**src/rtl/mem_port_arbiter.sv**
```systemverilog
// Shared memory-port arbiter: CPU control path vs. DMA/debug loader.
// Define ARB_ROUND_ROBIN_EN to swap CPU priority + starvation guard for round-robin.
module mem_port_arbiter #(
  parameter int ADDR_W     = 16,
  parameter int DATA_W     = 16,
  parameter int MEM_LAT    = 2,
  parameter int STARVE_LIM = 3
) (
  input  logic              clk,
  input  logic              global_reset,
  input  logic              cpu_req,
  input  logic              cpu_wr,
  input  logic              cpu_ctrl,
  input  logic [ADDR_W-1:0] cpu_addr,
  input  logic [DATA_W-1:0] cpu_wdata,
  output logic [DATA_W-1:0] cpu_rdata,
  output logic              cpu_ack,
  input  logic              dma_req,
  input  logic              dma_wr,
  input  logic              dma_ctrl,
  input  logic [ADDR_W-1:0] dma_addr,
  input  logic [DATA_W-1:0] dma_wdata,
  output logic [DATA_W-1:0] dma_rdata,
  output logic              dma_ack,
  output logic              mem_rd,
  output logic              mem_wr,
  output logic              mem_ctrl,
  output logic [ADDR_W-1:0] mem_addr,
  output logic [DATA_W-1:0] mem_wdata,
  input  logic [DATA_W-1:0] mem_rdata,
  output logic              busy,
  output logic              owner
);

  // state  | meaning
  // IDLE   | arbitrate; latch winner's command on grant
  // ACCESS | strobes held for MEM_LAT cycles; read data captured on the last
  // ACK    | strobes low, one-cycle ack to the owner
  typedef enum logic [1:0] {S_IDLE, S_ACCESS, S_ACK} state_t;

  localparam logic [3:0] LAT_LOAD = 4'(MEM_LAT - 1);

  state_t            state_q, state_d;
  logic [3:0]        lat_q, lat_d;
  logic              owner_q, owner_d;
  logic              wr_q, wr_d;
  logic              ctrl_q, ctrl_d;
  logic [ADDR_W-1:0] addr_q, addr_d;
  logic [DATA_W-1:0] wdata_q, wdata_d;
  logic [DATA_W-1:0] cpu_rdata_q, cpu_rdata_d;
  logic [DATA_W-1:0] dma_rdata_q, dma_rdata_d;
  logic              grant_cpu, grant_dma;

`ifdef ARB_ROUND_ROBIN_EN
  logic last_q, last_d;

  // last_q = 1 means DMA won last, so CPU takes the next contention
  assign grant_cpu = cpu_req & (~dma_req | last_q);
  assign grant_dma = dma_req & ~grant_cpu;
`else
  localparam logic [3:0] STARVE_MAX = 4'(STARVE_LIM);

  logic [3:0] starve_q, starve_d;

  assign grant_cpu = cpu_req & ~(dma_req & (starve_q == STARVE_MAX));
  assign grant_dma = dma_req & ~grant_cpu;
`endif

  always_comb begin
    state_d     = state_q;
    lat_d       = lat_q;
    owner_d     = owner_q;
    wr_d        = wr_q;
    ctrl_d      = ctrl_q;
    addr_d      = addr_q;
    wdata_d     = wdata_q;
    cpu_rdata_d = cpu_rdata_q;
    dma_rdata_d = dma_rdata_q;
`ifdef ARB_ROUND_ROBIN_EN
    last_d      = last_q;
`else
    starve_d    = starve_q;
`endif
    case (state_q)
      S_IDLE: begin
        if (grant_cpu || grant_dma) begin
          owner_d = grant_dma;
          wr_d    = grant_dma ? dma_wr    : cpu_wr;
          ctrl_d  = grant_dma ? dma_ctrl  : cpu_ctrl;
          addr_d  = grant_dma ? dma_addr  : cpu_addr;
          wdata_d = grant_dma ? dma_wdata : cpu_wdata;
          lat_d   = LAT_LOAD;
          state_d = S_ACCESS;
`ifdef ARB_ROUND_ROBIN_EN
          last_d  = grant_dma;
`endif
        end
`ifndef ARB_ROUND_ROBIN_EN
        if (!dma_req || grant_dma) begin
          starve_d = '0;
        end else if (grant_cpu && starve_q != STARVE_MAX) begin
          starve_d = starve_q + 4'd1;
        end
`endif
      end
      S_ACCESS: begin
        if (lat_q == '0) begin
          if (!wr_q) begin
            if (owner_q) dma_rdata_d = mem_rdata;
            else         cpu_rdata_d = mem_rdata;
          end
          state_d = S_ACK;
        end else begin
          lat_d = lat_q - 4'd1;
        end
      end
      S_ACK:   state_d = S_IDLE;
      default: state_d = S_IDLE;
    endcase
  end

  always_ff @(posedge clk) begin
    if (global_reset) begin
      state_q     <= S_IDLE;
      lat_q       <= '0;
      owner_q     <= 1'b0;
      wr_q        <= 1'b0;
      ctrl_q      <= 1'b0;
      addr_q      <= '0;
      wdata_q     <= '0;
      cpu_rdata_q <= '0;
      dma_rdata_q <= '0;
`ifdef ARB_ROUND_ROBIN_EN
      last_q      <= 1'b1;
`else
      starve_q    <= '0;
`endif
    end else begin
      state_q     <= state_d;
      lat_q       <= lat_d;
      owner_q     <= owner_d;
      wr_q        <= wr_d;
      ctrl_q      <= ctrl_d;
      addr_q      <= addr_d;
      wdata_q     <= wdata_d;
      cpu_rdata_q <= cpu_rdata_d;
      dma_rdata_q <= dma_rdata_d;
`ifdef ARB_ROUND_ROBIN_EN
      last_q      <= last_d;
`else
      starve_q    <= starve_d;
`endif
    end
  end

  assign mem_rd    = (state_q == S_ACCESS) & ~wr_q;
  assign mem_wr    = (state_q == S_ACCESS) &  wr_q;
  assign mem_ctrl  = ctrl_q;
  assign mem_addr  = addr_q;
  assign mem_wdata = wdata_q;
  assign cpu_ack   = (state_q == S_ACK) & ~owner_q;
  assign dma_ack   = (state_q == S_ACK) &  owner_q;
  assign cpu_rdata = cpu_rdata_q;
  assign dma_rdata = dma_rdata_q;
  assign busy      = (state_q != S_IDLE);
  assign owner     = owner_q;

endmodule

```
**config.mk**
```make
export PLATFORM = sky130hd
export DESIGN_NAME = mem_port_arbiter
export DESIGN_NICKNAME = d
export VERILOG_FILES = /design/src/rtl/mem_port_arbiter.sv
export SDC_FILE = /design/constraint.sdc
export NUM_CORES = 1
export LEC_CHECK = 0
export CORE_UTILIZATION = 47
export DETAILED_ROUTE_END_ITERATION = 10
export PLACE_DENSITY = 0.95
export SLEW_MARGIN = 5
export SYNTH_ARGS = -nofsm -noshare
export SYNTH_HDL_FRONTEND = slang
export SYNTH_SLANG_ARGS = --single-unit
```
**constraint.sdc**
```tcl
create_clock -name clk -period 2.4 [get_ports clk]
set_input_delay 0.48 -clock clk [delete_from_list [all_inputs] [get_ports clk]]
set_output_delay 0.48 -clock clk [all_outputs]
set_load 0.1 [all_outputs]
```
==> out/results.ini <==
[route]
via_per_inst=5.99
drt-initial-drc-count=253
antenna_left=0
wl_per_cell_um=17.1
num_vias=3893
first_pass_iters=5
drc=0
totalWireLength_mm=11.1

[floorplan]
start_util_pct=48.2
die-area_mm2=0.00876
fp.dieW_um=93.6
io_pins=159
die_h_um=93.6
rows=33
coreArea_mm2=0.00818

[clock_network]
cts_buffers=9
ctsResizeCount=0
postCtsHoldBufs=0
cts_buffer_depth=2
h-tree-depth=3
cts-root-buf=clkbuf_8
clk_pin_slew_worst_paths_ns=0.08
cts_setup_buffers=0
clock_sinks=77
cts_tree=yes
clk_latency_ns=0.36

[global_routing]
antenna_found_initial=0
grt_max_degree=46
gr-usage-all-layers_pct=25.4
grt_pass1_vias=3746
overflow=0
grt_pass1_wl_mm=17.6

[yosys]
ys_seq_elements=77
syn_inst=401
yosys_warnings=0
synthFlopType=dfxtp_1
synth_commonest_cells=nand2b_1 (83), dfxtp_1 (77), a2111oi_0 (34), a221o_1 (34), nor4b_1 (34)
syn_area_mm2=0.00394
synth_edf_count=0
syn_nets=491
synth_top_area_cell=dfxtp_1
avgSynthCellArea_um2=9.83
ys_types=43
yosysSeqAreaShare_pct=39.1
synthArstFlopShare_pct=0
yosysMostFrequentCell=nand2b_1
synthDominantCellAreaShare_pct=39.1
synthTopCellsByArea=dfxtp_1 (39%), nand2b_1 (13%), a221o_1 (8.6%)

[power]
p_per_area_mw_per_mm2=694
p_leak_nw=2.22
ir_worst_vdd_uv=383

[sta]
fmax_mhz=481
setup_tns_ns=0
slew_headroom_pct=38.8
rsz0062_at_grt=no
period_share_pct=86.6
min_period_ns=2.08
fin_worst_skew_ns=0.0152
setup_violations=0
hold_violations=0
drv_slew=0
timing.hold.ws_ns=0.478
tightest_slew_ns=0.917

[min_path]
hold_class=reg -> reg

[cells_and_area]
drive_gt1_share_pct=21.3
fin_util_pct=69.7
syn2layout_area_growth_pct=44.5
diodes=0
nets=630

[job]
cap_violations=0

[worst_setup_path]
worstPathRequired_ns=1.92
crit_path_start_kind=register
r2r_slack_ns=0.57
crit_fanout=29
cp-end-kind=output port
critPathKind=reg -> out
crit_arrival_ns=1.60

[place]
dpl.hpwl_mm=7.77
gp_congestion=0.842
port_buffers=158

[run_status]
status=finished clean

-- worst max-delay path, stage by stage (launching register included) --
cell	delay [ns]
dfxtp_1	0.46
nor2_2	0.11
inv_2	0.13
buf_4	0.31
buf_12	0.22
-- power by group --
| part | switching [mW] | internal, mW | total (mW) |
|---|---|---|---|
| registers | 0.0762 | 1.38 | 1.45 |
| logic | 1.01 | 0.465 | 1.48 |
| clock network | 0.527 | 0.497 | 1.02 |
| total | 1.62 | 2.34 | 3.95 |
-- final timing paths --
check | startpoint | end | cells after the start
hold reg to reg | dma_rdata[6]$_SDFFE_PP0P_ | dma_rdata[6]$_SDFFE_PP0P_ | 2
setup / recovery | state_q[1]$_SDFFE_PP0P_ | busy | 4
setup reg to reg | starve_q[0]$_SDFFE_PP0P_ | mem_addr[14]$_SDFFE_PP0P_ | 5
hold / removal | dma_rdata[6]$_SDFFE_PP0P_ | dma_rdata[6]$_SDFFE_PP0P_ | 2
-- kinds of logic after synthesis --
family,after synthesis,synth area share [%]
multiplexers,32,8.12
flip-flops,77,39.1
AO/OA/AOI/OAI,86,19.2
adder cells (fa/ha/maj),2,0.634
buffers and inverters,52,5.71
AND/OR/NAND/NOR,152,27.3
-- state kept, by name (all words and copies together), names as in the netlist --
name / flops
lat_q: 4
dma_rdata: 16
owner: 1
state_q: 2
starve_q: 4
mem_addr: 16
wr_q: 1
cpu_rdata: 16
mem_wdata: 16
mem_ctrl: 1
-- routing by layer --
metal | part of all wire (%) | track usage (%) | wire length (µm)
met4 | 2.0 | 10.1 | 219
met1 | 41 | 30.8 | 4520
met5 | 0 | 0 | 0
met3 | 8.1 | 6.42 | 894
met2 | 49 | 42.9 | 5450
-- stage by stage --
stage | total power, mW | cells | cell area [µm²] | worst slack, ns
after floorplan | 2.53 | 401 | 3970 | 0.0507
after global placement | 2.93 | 634 | 5500 | 0.176
after detailed placement | 2.95 | 634 | 5500 | 0.0361
after CTS | 3.96 | 650 | 5700 | 0.323
after global routing | 4.10 | 650 | 5700 | 0.229
final | 3.95 | 650 | 5700 | 0.322
-- layout by cell type, fill, tap and decap left out, types with 5 or more instances in the layout --
| cell type | count |
|---|---|
| a21oi_1 | 6 |
| nand2b_1 | 83 |
| buf_12 | 5 |
| clkbuf_8 | 9 |
| clkdlybuf4s50_1 | 86 |
| dfxtp_1 | 77 |
| buf_4 | 83 |
| mux2i_1 | 32 |
| nor4b_1 | 34 |
| a2111oi_0 | 34 |
| a221o_1 | 34 |
-- cell type report --
| type | instances | area, µm² |
|---|---|---|
| Fill cell | 616 | 2480 |
| Inverter | 5 | 18.8 |
| Tap cell | 105 | 131 |
| Clock buffer | 9 | 124 |
| Sequential cell | 77 | 1540 |
| Clock inverter | 7 | 80.1 |
| Multi-Input combinational cell | 272 | 2210 |
| Timing Repair Buffer | 175 | 1590 |
Power figures use the tool's default switching activity.
